### config.mk
export PLATFORM = sky130hd
export DESIGN_NAME = aes_key_sched_ctrl
export DESIGN_NICKNAME = d
export VERILOG_FILES = /design/src/rtl/aes_pkg.sv /design/src/rtl/aes_rk_mem.sv /design/src/rtl/aes_key_sched_ctrl.sv
export SDC_FILE = /design/constraint.sdc
export NUM_CORES = 2
export LEC_CHECK = 0
export CAP_MARGIN = 20
export CORE_MARGIN = 2
export CORE_UTILIZATION = 40
export CTS_CLUSTER_DIAMETER = 100
export DETAILED_ROUTE_END_ITERATION = 10
export PLACE_DENSITY = 0.67
export SYNTH_ARGS = -nofsm -noshare
export SYNTH_HDL_FRONTEND = slang
export SYNTH_SLANG_ARGS = --single-unit
### constraint.sdc
create_clock -name clk -period 16.2 [get_ports clk]
set_input_delay 3.24 -clock clk [delete_from_list [all_inputs] [get_ports clk]]
set_output_delay 3.24 -clock clk [all_outputs]
set_load 0.1 [all_outputs]
### src/rtl/aes_pkg.sv
// Shared definitions for the AES key-schedule controller and its round-key store.
//   - Key-length codes as carried on req_key_len / exp_key_len.
//   - Round counts per key length and the derived round-key entry count.
//   - Controller state encoding (also exported on the debug state output).
package aes_pkg;

  localparam logic [1:0] KL_NONE = 2'b00;
  localparam logic [1:0] KL_128  = 2'b01;
  localparam logic [1:0] KL_192  = 2'b10;
  localparam logic [1:0] KL_256  = 2'b11;

  localparam logic [3:0] ROUNDS_128 = 4'd10;
  localparam logic [3:0] ROUNDS_192 = 4'd12;
  localparam logic [3:0] ROUNDS_256 = 4'd14;

  typedef enum logic [1:0] {
    IDLE   = 2'd0,
    START  = 2'd1,
    EXPAND = 2'd2,
    READY  = 2'd3
  } aes_state_e;

  // Rounds for a key-length code; 0 for the invalid code.
  function automatic logic [3:0] rounds_for(input logic [1:0] len);
    logic [3:0] r;
    case (len)
      KL_128:  r = ROUNDS_128;
      KL_192:  r = ROUNDS_192;
      KL_256:  r = ROUNDS_256;
      default: r = 4'd0;
    endcase
    return r;
  endfunction

  // Number of round-key entries (rounds + 1); 0 for the invalid code.
  function automatic logic [3:0] nkeys(input logic [1:0] len);
    return (len == KL_NONE) ? 4'd0 : rounds_for(len) + 4'd1;
  endfunction

endpackage

### src/rtl/aes_rk_mem.sv
// Round-key register file with per-entry valid bits.
//   clk, reset    : clock, synchronous active-high reset (clears valid bits and read port)
//   i_clr         : clear every valid bit (new key accepted)
//   i_we/i_waddr/i_wdata : subkey write port; out-of-range addresses are ignored
//   i_rd_req/i_raddr     : read request (level) and entry index
//   o_rd_valid/o_rd_data : registered read result, one cycle after a request that hits
//   o_valid       : current valid-bit vector
module aes_rk_mem
  import aes_pkg::*;
#(
  parameter int DEPTH = 15
) (
  input  logic             clk,
  input  logic             reset,
  input  logic             i_clr,
  input  logic             i_we,
  input  logic [3:0]       i_waddr,
  input  logic [127:0]     i_wdata,
  input  logic             i_rd_req,
  input  logic [3:0]       i_raddr,
  output logic             o_rd_valid,
  output logic [127:0]     o_rd_data,
  output logic [DEPTH-1:0] o_valid
);

  localparam logic [3:0] DEPTH_A = 4'(DEPTH);

  logic [127:0]     r_mem [DEPTH];
  logic [DEPTH-1:0] r_valid;
  logic             r_rd_valid;
  logic [127:0]     r_rd_data;

  logic w_waddr_ok;
  logic w_raddr_ok;
  logic w_wr;
  logic w_bypass;
  logic w_hit;

  assign w_waddr_ok = (i_waddr < DEPTH_A);
  assign w_raddr_ok = (i_raddr < DEPTH_A);
  assign w_wr       = i_we && w_waddr_ok;
  // A write to the entry being read lands in rk_data on the next cycle.
  assign w_bypass   = w_wr && (i_waddr == i_raddr);
  // A clear in this cycle invalidates everything, so a pending read stalls at once.
  assign w_hit      = i_rd_req && !i_clr && w_raddr_ok && (r_valid[i_raddr] || w_bypass);

  always_ff @(posedge clk) begin
    if (w_wr) r_mem[i_waddr] <= i_wdata;
  end

  always_ff @(posedge clk) begin
    if (reset) begin
      r_valid    <= '0;
      r_rd_valid <= 1'b0;
      r_rd_data  <= '0;
    end else begin
      if (i_clr) r_valid <= '0;
      else if (w_wr) r_valid[i_waddr] <= 1'b1;
      r_rd_valid <= w_hit;
      if (w_hit) r_rd_data <= w_bypass ? i_wdata : r_mem[i_raddr];
    end
  end

  assign o_rd_valid = r_rd_valid;
  assign o_rd_data  = r_rd_data;
  assign o_valid    = r_valid;

endmodule

### src/rtl/aes_key_sched_ctrl.sv
// AES key-schedule controller: sequences the key-expansion unit and owns the
// round-key store.
//   clk, reset                      : clock, synchronous active-high reset
//   req_valid/req_ready/req_key/req_key_len : key-load request from the register side
//   exp_start/exp_key/exp_key_len   : start pulse and registered key to the expander
//   exp_valid/exp_waddr/exp_subkey  : subkeys emitted by the expander
//   rk_req/rk_addr/rk_valid/rk_data : round-key read port for the cipher core
//   keys_ready, num_rounds, busy, err : status
//   dbg_state                       : current controller state (aes_state_e encoding)
//
// Handshake: a request transfers on a cycle where req_valid && req_ready are both
// high. req_ready depends only on state (IDLE/READY, not in reset), never on
// req_valid. The expander side has no backpressure: every exp_valid cycle during
// expansion is consumed. rk_req is a level held by the core until rk_valid.
module aes_key_sched_ctrl
  import aes_pkg::*;
#(
  parameter int NKEYS   = 15,
  parameter int TIMEOUT = 64
) (
  input  logic         clk,
  input  logic         reset,
  input  logic         req_valid,
  output logic         req_ready,
  input  logic [255:0] req_key,
  input  logic [1:0]   req_key_len,
  output logic         exp_start,
  output logic [255:0] exp_key,
  output logic [1:0]   exp_key_len,
  input  logic         exp_valid,
  input  logic [3:0]   exp_waddr,
  input  logic [127:0] exp_subkey,
  input  logic         rk_req,
  input  logic [3:0]   rk_addr,
  output logic         rk_valid,
  output logic [127:0] rk_data,
  output logic         keys_ready,
  output logic [3:0]   num_rounds,
  output logic         busy,
  output logic         err,
  output logic [1:0]   dbg_state
);

  localparam int CNT_W = $clog2(TIMEOUT + 1);

  aes_state_e       r_state;
  aes_state_e       w_state_next;
  logic [255:0]     r_key;
  logic [1:0]       r_len;
  logic [CNT_W-1:0] r_cnt;
  logic             r_err;

  logic [3:0]       w_n;
  logic [3:0]       w_last;
  logic [NKEYS-1:0] w_valid;
  logic             w_expand;
  logic             w_we;
  logic             w_wr_oob;
  logic             w_last_done;
  logic             w_timeout;
  logic             w_req;
  logic             w_accept_ok;
  logic             w_bad_len;
  logic             w_same;
  logic             w_load;

  assign w_n      = nkeys(r_len);
  assign w_last   = w_n - 4'd1;
  assign w_expand = (r_state == EXPAND);

  // Expander writes: only in EXPAND; indices beyond the current length are dropped.
  assign w_we     = w_expand && exp_valid && (exp_waddr < w_n);
  assign w_wr_oob = w_expand && exp_valid && !(exp_waddr < w_n);

  // Final entry present, counting a write of it in this very cycle.
  assign w_last_done = w_valid[w_last] || (w_we && (exp_waddr == w_last));

  // The counter reaches zero on the edge that returns the FSM to IDLE,
  // TIMEOUT cycles after the start pulse. Completion wins a tie.
  assign w_timeout = w_expand && !w_last_done && (r_cnt == CNT_W'(1));

  assign w_req       = req_valid && req_ready;
  assign w_accept_ok = w_req && (req_key_len != KL_NONE);
  assign w_bad_len   = w_req && (req_key_len == KL_NONE);
  // Reloading the stored key in READY is acknowledged without re-expanding.
  assign w_same      = (r_state == READY) && (req_key == r_key) && (req_key_len == r_len);
  assign w_load      = w_accept_ok && !w_same;

  always_comb begin
    w_state_next = r_state;
    case (r_state)
      IDLE:    if (w_load) w_state_next = START;
      READY:   if (w_load) w_state_next = START;
      START:   w_state_next = EXPAND;
      EXPAND: begin
        if (w_last_done)    w_state_next = READY;
        else if (w_timeout) w_state_next = IDLE;
      end
      default: w_state_next = IDLE;
    endcase
  end

  always_ff @(posedge clk) begin
    if (reset) begin
      r_state <= IDLE;
      r_key   <= '0;
      r_len   <= KL_NONE;
      r_cnt   <= '0;
      r_err   <= 1'b0;
    end else begin
      r_state <= w_state_next;
      if (w_load) begin
        r_key <= req_key;
        r_len <= req_key_len;
      end
      if (r_state == START) r_cnt <= CNT_W'(TIMEOUT - 1);
      else if (w_expand && (r_cnt != '0)) r_cnt <= r_cnt - CNT_W'(1);
      if (w_accept_ok) r_err <= 1'b0;
      else if (w_bad_len || w_wr_oob || w_timeout) r_err <= 1'b1;
    end
  end

  aes_rk_mem #(
    .DEPTH(NKEYS)
  ) u_rk_mem (
    .clk        (clk),
    .reset      (reset),
    .i_clr      (w_load),
    .i_we       (w_we),
    .i_waddr    (exp_waddr),
    .i_wdata    (exp_subkey),
    .i_rd_req   (rk_req),
    .i_raddr    (rk_addr),
    .o_rd_valid (rk_valid),
    .o_rd_data  (rk_data),
    .o_valid    (w_valid)
  );

  // Gated by reset so no request is taken while the controller is held in reset.
  assign req_ready   = !reset && ((r_state == IDLE) || (r_state == READY));
  assign exp_start   = (r_state == START);
  assign busy        = (r_state == START) || w_expand;
  assign keys_ready  = (r_state == READY);
  assign exp_key     = r_key;
  assign exp_key_len = r_len;
  assign num_rounds  = rounds_for(r_len);
  assign err         = r_err;
  assign dbg_state   = r_state;

endmodule
## Word-level counts from Yosys, hierarchy flattened

Memory sizes are Yosys's and may differ from the RTL's. A register that Yosys moved wholly into a read port is not among the register bits.
Index checks and enable logic that the tools add are counted.

- Add/subtract/negate cells: 3
- Multiply operators: 0
- Divide/modulo/power cells: 0
- Magnitude comparators: 7
- Equality and inequality tests: 13
- Shift operators: 0
- Multiplexer cells: 16
- Bitwise logic cells: 1
- Reductions and logical operators: 42

Operator list:

| operator | number |
|---|---|
| $eq A256 B256 Y1 | 1 |
| $logic_and A1 B1 Y1 | 20 |
| $lt A4 B5 Y1 const B | 3 |
| $or A15 B15 Y15 | 1 |
| $mux W6 | 2 |
| $pmux W4 S3 | 1 |
| $bmux W1 S4 | 2 |
| $eq A2 B2 Y1 const B | 4 |
| $eq A4 B4 Y1 | 2 |
| $lt A4 B4 Y1 const B | 2 |
| $reduce_or A2 Y1 | 4 |
| $eq A7 B1 Y1 const B | 1 |
| $reduce_bool A7 Y1 | 1 |
| $sub A7 B1 Y7 const B | 1 |
| $logic_not A2 Y1 | 3 |
| $logic_or A1 B1 Y1 | 6 |
| $mux W2 | 3 |
| $pmux W2 S3 | 1 |
| $logic_not A1 Y1 | 5 |
| $mux W1 | 5 |
| $add A4 B1 Y4 const B | 1 |
| $demux W1 S4 | 1 |
| $eq A2 B1 Y1 const B | 2 |
| $ge A4 B1 Y1 const B | 1 |
| other kinds (8) | 9 |

- Flip-flop bits (word level): 284
- Bits in latches: 0
- RAM bits: 1920
- Bits in read-only memories: 0
- Bits of input ports: 399
- Memories: 1

Memories:

| memory | depth | bits a word | rd ports | clocked after Yosys merged registers in | write ports | line | RTL |
|---|---|---|---|---|---|---|---|
| u_rk_mem.r_mem | 15 | 128 | 1 | 1 | 1 | aes_rk_mem.sv:28 | `logic [127:0] r_mem [DEPTH];` |

## Depth between registers and ports, before layout

- Word-level depth: 14
- Depth in mapped cells: 14
- Gate-level depth less buffers: 11

## Modules after synthesis

A second synthesis with hierarchy kept.

- Cells, all modules: 6773
- Area total of the unflattened synthesis: 99651.8 sq um

Modules (own cells, without submodules):

| module | instances | cells each | area an instance (sq um) |
|---|---|---|---|
| aes_rk_mem | 1 | 4053 | 79518.8 |
| aes_key_sched_ctrl | 1 | 2720 | 20133.1 |

## Least setup slack after synthesis

OpenSTA, ideal clock, no wires.

- Path kind: input -> register
- Start: in exp_waddr[0]
- End: mem u_rk_mem.r_mem[8][0] (enable)
- Setup time: 0.932 ns
- Arrival time: 16.162 ns
- Setup slack: -0.895 ns
- Stages on the path: 8
- Path buffers: 1
- Cells stage by stage: clkbuf_1 -> inv_1 -> ha_1 -> nand2b_1 -> a21oi_1 -> nor2_1 -> nand2_1 -> nor4_1

- Word-level cells in the longest chain between the ends: 5
- Elaborated cells between the ends (all ways): 6

RTL lines:

| item | line | RTL |
|---|---|---|
| from (decl) | aes_key_sched_ctrl.sv:31 | `input logic [3:0] exp_waddr,` |
| $lt A4 B4 Y1 | aes_key_sched_ctrl.sv:72 | `assign w_we = w_expand && exp_valid && (exp_waddr < w_n);` |
| $logic_and A1 B1 Y1 | aes_key_sched_ctrl.sv:72 |  |
| $logic_and A1 B1 Y1 | aes_rk_mem.sv:41 | `assign w_wr = i_we && w_waddr_ok;` |
| $mux W1 | aes_rk_mem.sv:48 | `if (w_wr) r_mem[i_waddr] <= i_wdata;` |
| $mux W1 (not written as such) | aes_rk_mem.sv:48 |  |
| to (decl) | aes_rk_mem.sv:28 |  |

Parallel ways exist; a longest one is shown, timed or not.

## Final worst setup path

- Start: in req_key[207]
- End: reg r_key[226] (netlist: exp_key[226])

- Word-level cells in the longest chain between the ends: 5

RTL lines:

| item | line | RTL |
|---|---|---|
| from (decl) | aes_key_sched_ctrl.sv:25 | `input logic [255:0] req_key,` |
| $eq A256 B256 Y1 | aes_key_sched_ctrl.sv:86 | `assign w_same = (r_state == READY) && (req_key == r_key) && (req_key_len == r_len);` |
| $logic_and A1 B1 Y1 (2 in series) | aes_key_sched_ctrl.sv:86 |  |
| $logic_not A1 Y1 | aes_key_sched_ctrl.sv:87 | `assign w_load = w_accept_ok && !w_same;` |
| $logic_and A1 B1 Y1 | aes_key_sched_ctrl.sv:87 |  |
| to (signal assigned) | aes_key_sched_ctrl.sv:113 | `r_key <= req_key;` |
| to (decl) | aes_key_sched_ctrl.sv:48 | `logic [255:0] r_key;` |

Every way passes these cells.
A chain may end at the register's enable or synchronous reset.

==> flow_summary_export.csv <==
group,metric,value,unit
run_status,status,"completed",
floorplanning,dieWidth,489,microns
yosys,ys_seq_area_frac,0.702,
cts,post_cts_resized,0,
grt,grt_pass1_wl,415,mm
yosys,synth_cells,5318,
worst_setup_path,r2r-end,"exp_key[226]",
worst_setup_path,cp-end-kind,"flop",
drt,routed-wl-met3,20.9,mm
timing,rsz0062_at_grt,"false",
drt,first_iter_violations,4724,
grt,grt_pass1_vias,52500,
cells_and_area,final_cell_mix,"edfxtp_1 (1920), clkdlybuf4s50_1 (756), mux4_2 (477), nor2b_1 (418), dfxtp_1 (412)",
drt,postRouteAntennaNets,0,
cells_and_area,final_cells,9538,
timing,setup-violations-final,0,
placed_design,gp_congestion,0.936,
worst_setup_path,critical_path_arrival,8.77,ns
worst_setup_path,crit_path_start_kind,"primary input",
cts,clockBufferDepth,3,
yosys,synth_top_area_cell,"edfxtp_1",
power,leakage,38.1,nW
timing,finalHoldViolCount,0,
worst_setup_path,crit_type,"in2reg",
timing,slew_viol_final,0,
drt,met2RoutedLength,152,mm
yosys,avgSynthCellArea,17.7,sq um
cts,root_buffer,"clkbuf_16",
cts,clk_pin_slew_worst_paths,0.06,ns
yosys,synth_edf_count,1920,
power,peakVddDrop,101,uV
timing,fin_worst_skew,0.0923,ns
drt,drt-total-wl,301,mm
drt,top_layer_used,"met5",
floorplanning,floorplan.rows,177,
placed_design,dp_cells,9024,
placed_design,portBuffers,795,
cts,tritoncts,"built",
drt,vias_per_cell,5.52,
cts,clk_latency,0.92,ns
cts,cts_max_level,4,
cells_and_area,syn_to_final_growth,21.4,%
cts,ctsHoldBuffers,0,
job,cap_violations,0,
yosys,yosysTopAreaCellShare,0.614,
timing,fin_tns_setup,0,ns
drt,wire_per_inst,31.6,microns
worst_setup_path,endpoint,"exp_key[226]",
yosys,ys_seq_elements,2332,
yosys,syn-num-nets,5727,
drt,m1WireLength,111,mm
worst_setup_path,required,16.92,ns
worst_setup_path,worstPathMaxFanout,64,
timing,max-slew-margin-rel,0.194,
yosys,synth_area,0.0939,sq mm
timing,finalCriticalPeriod,8.05,ns
cts,cts_buffers,235,
drt,drc_errors,0,
cells_and_area,final_core_util,0.489,
cells_and_area,final_nets,6550,
cts,clock-sinks,2332,
cts,post_cts_buffers,0,
cells_and_area,drive_gt1_frac,0.170,
drt,firstDrtPassIters,5,
yosys,synth_area_leaders,"edfxtp_1 (61%), mux4_2 (11%), dfxtp_1 (8.8%), mux2_1 (3.6%), mux2i_1 (3.0%)",
timing,tightest_slew,1.21,ns
yosys,yosys_warnings,0,
placed_design,dp_hpwl,186,mm
yosys,synth.distinct_cells,51,
floorplanning,core,0.233,sq mm
worst_setup_path,crit_start,"req_key[207]",
min_path,hold_path_class,"reg2reg",
worst_setup_path,r2r_start,"exp_key[207]",
yosys,async_reset_ff_frac,0,
worst_setup_path,reg2reg_slack,10.73,ns
grt,grt_max_degree,166,
grt,grt_antenna_before_repair,114,
grt,grt_overflow,0,
grt,grt_usage,0.248,
floorplanning,die-area,0.239,sq mm
drt,vias,52700,
cells_and_area,final_common_cell,"edfxtp_1",
timing,finalCritPeriodShare,0.497,
timing,fmax,0.124,GHz
power,p_total,14.6,mW
floorplanning,start_util,0.403,
power,power_density,128,mW/mm^2
yosys,synthFlopType,"edfxtp_1",
floorplanning,io_pins,797,
worst_setup_path,reg2reg_depth,10,
floorplanning,die_h,489,microns
[sequential cells by signal, summed over array words and instances, names as in the netlist]
name                 cells
dbg_state                2
err                      1
exp_key                256
exp_key_len              2
r_cnt                    7
u_rk_mem.o_rd_data     128
u_rk_mem.o_rd_valid      1
u_rk_mem.o_valid        15
u_rk_mem.r_mem        1920
[critical path, stage by stage]
cell,delay [ns]
clkdlybuf4s50_1,0.51
xnor2_1,0.42
buf_4,0.29
o221ai_1,0.29
nor4_1,0.78
nand4_1,0.28
or4_1,0.62
nor3_4,0.17
nand2b_4,0.81
buf_4,0.80
mux2_2,0.41
[area by class of cell]
class / count / area [sq um]
Multi-Input combinational cell: 2573 / 26500
Clock buffer: 314 / 6460
Antenna cell: 55 / 138
Clock inverter: 133 / 1740
Fill cell: 19300 / 119000
Tap cell: 3132 / 3920
Timing Repair Buffer: 892 / 8950
Sequential cell: 2332 / 65900
Inverter: 107 / 402
[kinds of logic (layout without fill, tap and decap cells)]
| group | count (synthesis) | count (layout) | share of synthesized area |
|---|---|---|---|
| mux | 1095 | 1095 | 0.185 |
| xor+xnor | 127 | 127 | 0.0118 |
| other cells | 1 | 56 | 0.0000399 |
| fa+ha+maj | 10 | 10 | 0.00133 |
| buf+inv | 413 | 1446 | 0.0179 |
| simple gates | 922 | 922 | 0.0521 |
| compound gates | 418 | 418 | 0.0306 |
| flops | 2332 | 2332 | 0.702 |
[stage by stage]
step / hold slack [ns] / setup slack (ns) / area [sq um]
floorplan: 0.467 / 2.25 / 93900
global placement: 0.474 / 7.07 / 105000
detailed placement: 0.484 / 7.06 / 105000
CTS: 0.500 / 7.98 / 114000
global route: 0.516 / 7.90 / 114000
finish: 0.499 / 8.15 / 114000
[where the power goes]
group | total [mW] | internal [mW] | switching, mW
Sequential | 6.75 | 6.61 | 0.139
Clock | 5.67 | 3.28 | 2.39
Combinational | 2.22 | 0.654 | 1.57
Total | 14.6 | 10.5 | 4.09
[worst min path at each step]
| stage | depth (start not counted) | to | start | slack [ns] |
|---|---|---|---|---|
| after global placement | 1 | u_rk_mem.o_valid[8] | u_rk_mem.o_valid[8] | 0.47 |
| after floorplan | 1 | u_rk_mem.o_valid[6] | u_rk_mem.o_valid[6] | 0.47 |
| after CTS | 1 | u_rk_mem.o_valid[9] | u_rk_mem.o_valid[9] | 0.50 |
| after detailed placement | 1 | u_rk_mem.o_valid[0] | u_rk_mem.o_valid[0] | 0.48 |
| after global routing | 1 | u_rk_mem.o_valid[0] | u_rk_mem.o_valid[0] | 0.52 |
| final | 1 | u_rk_mem.o_valid[2] | u_rk_mem.o_valid[2] | 0.50 |
[synth_stat cells, types with 30 or more instances]
| master | number |
|---|---|
| nand4_1 | 31 |
| o21ai_0 | 156 |
| edfxtp_1 | 1920 |
| dfxtp_1 | 412 |
| mux2_1 | 299 |
| mux2_2 | 39 |
| nand2_1 | 148 |
| xnor2_1 | 107 |
| buf_1 | 68 |
| nor2b_1 | 419 |
| inv_1 | 105 |
| clkbuf_1 | 184 |
| nor4_1 | 32 |
| nand2b_1 | 40 |
| o22ai_1 | 33 |
| mux4_2 | 477 |
| buf_2 | 30 |
| a211oi_1 | 34 |
| mux2i_1 | 280 |
| nor2_1 | 187 |
| a21oi_1 | 35 |
| a2111o_1 | 34 |
| nor3_1 | 40 |
[routing by layer]
metal / vias up / GRT usage
li1: 22500 / -
met1: 27400 / 0.295
met2: 2142 / 0.420
met3: 576 / 0.0532
met4: 40 / 0.135
met5: - / 0
(Power assumes the default switching activity.)
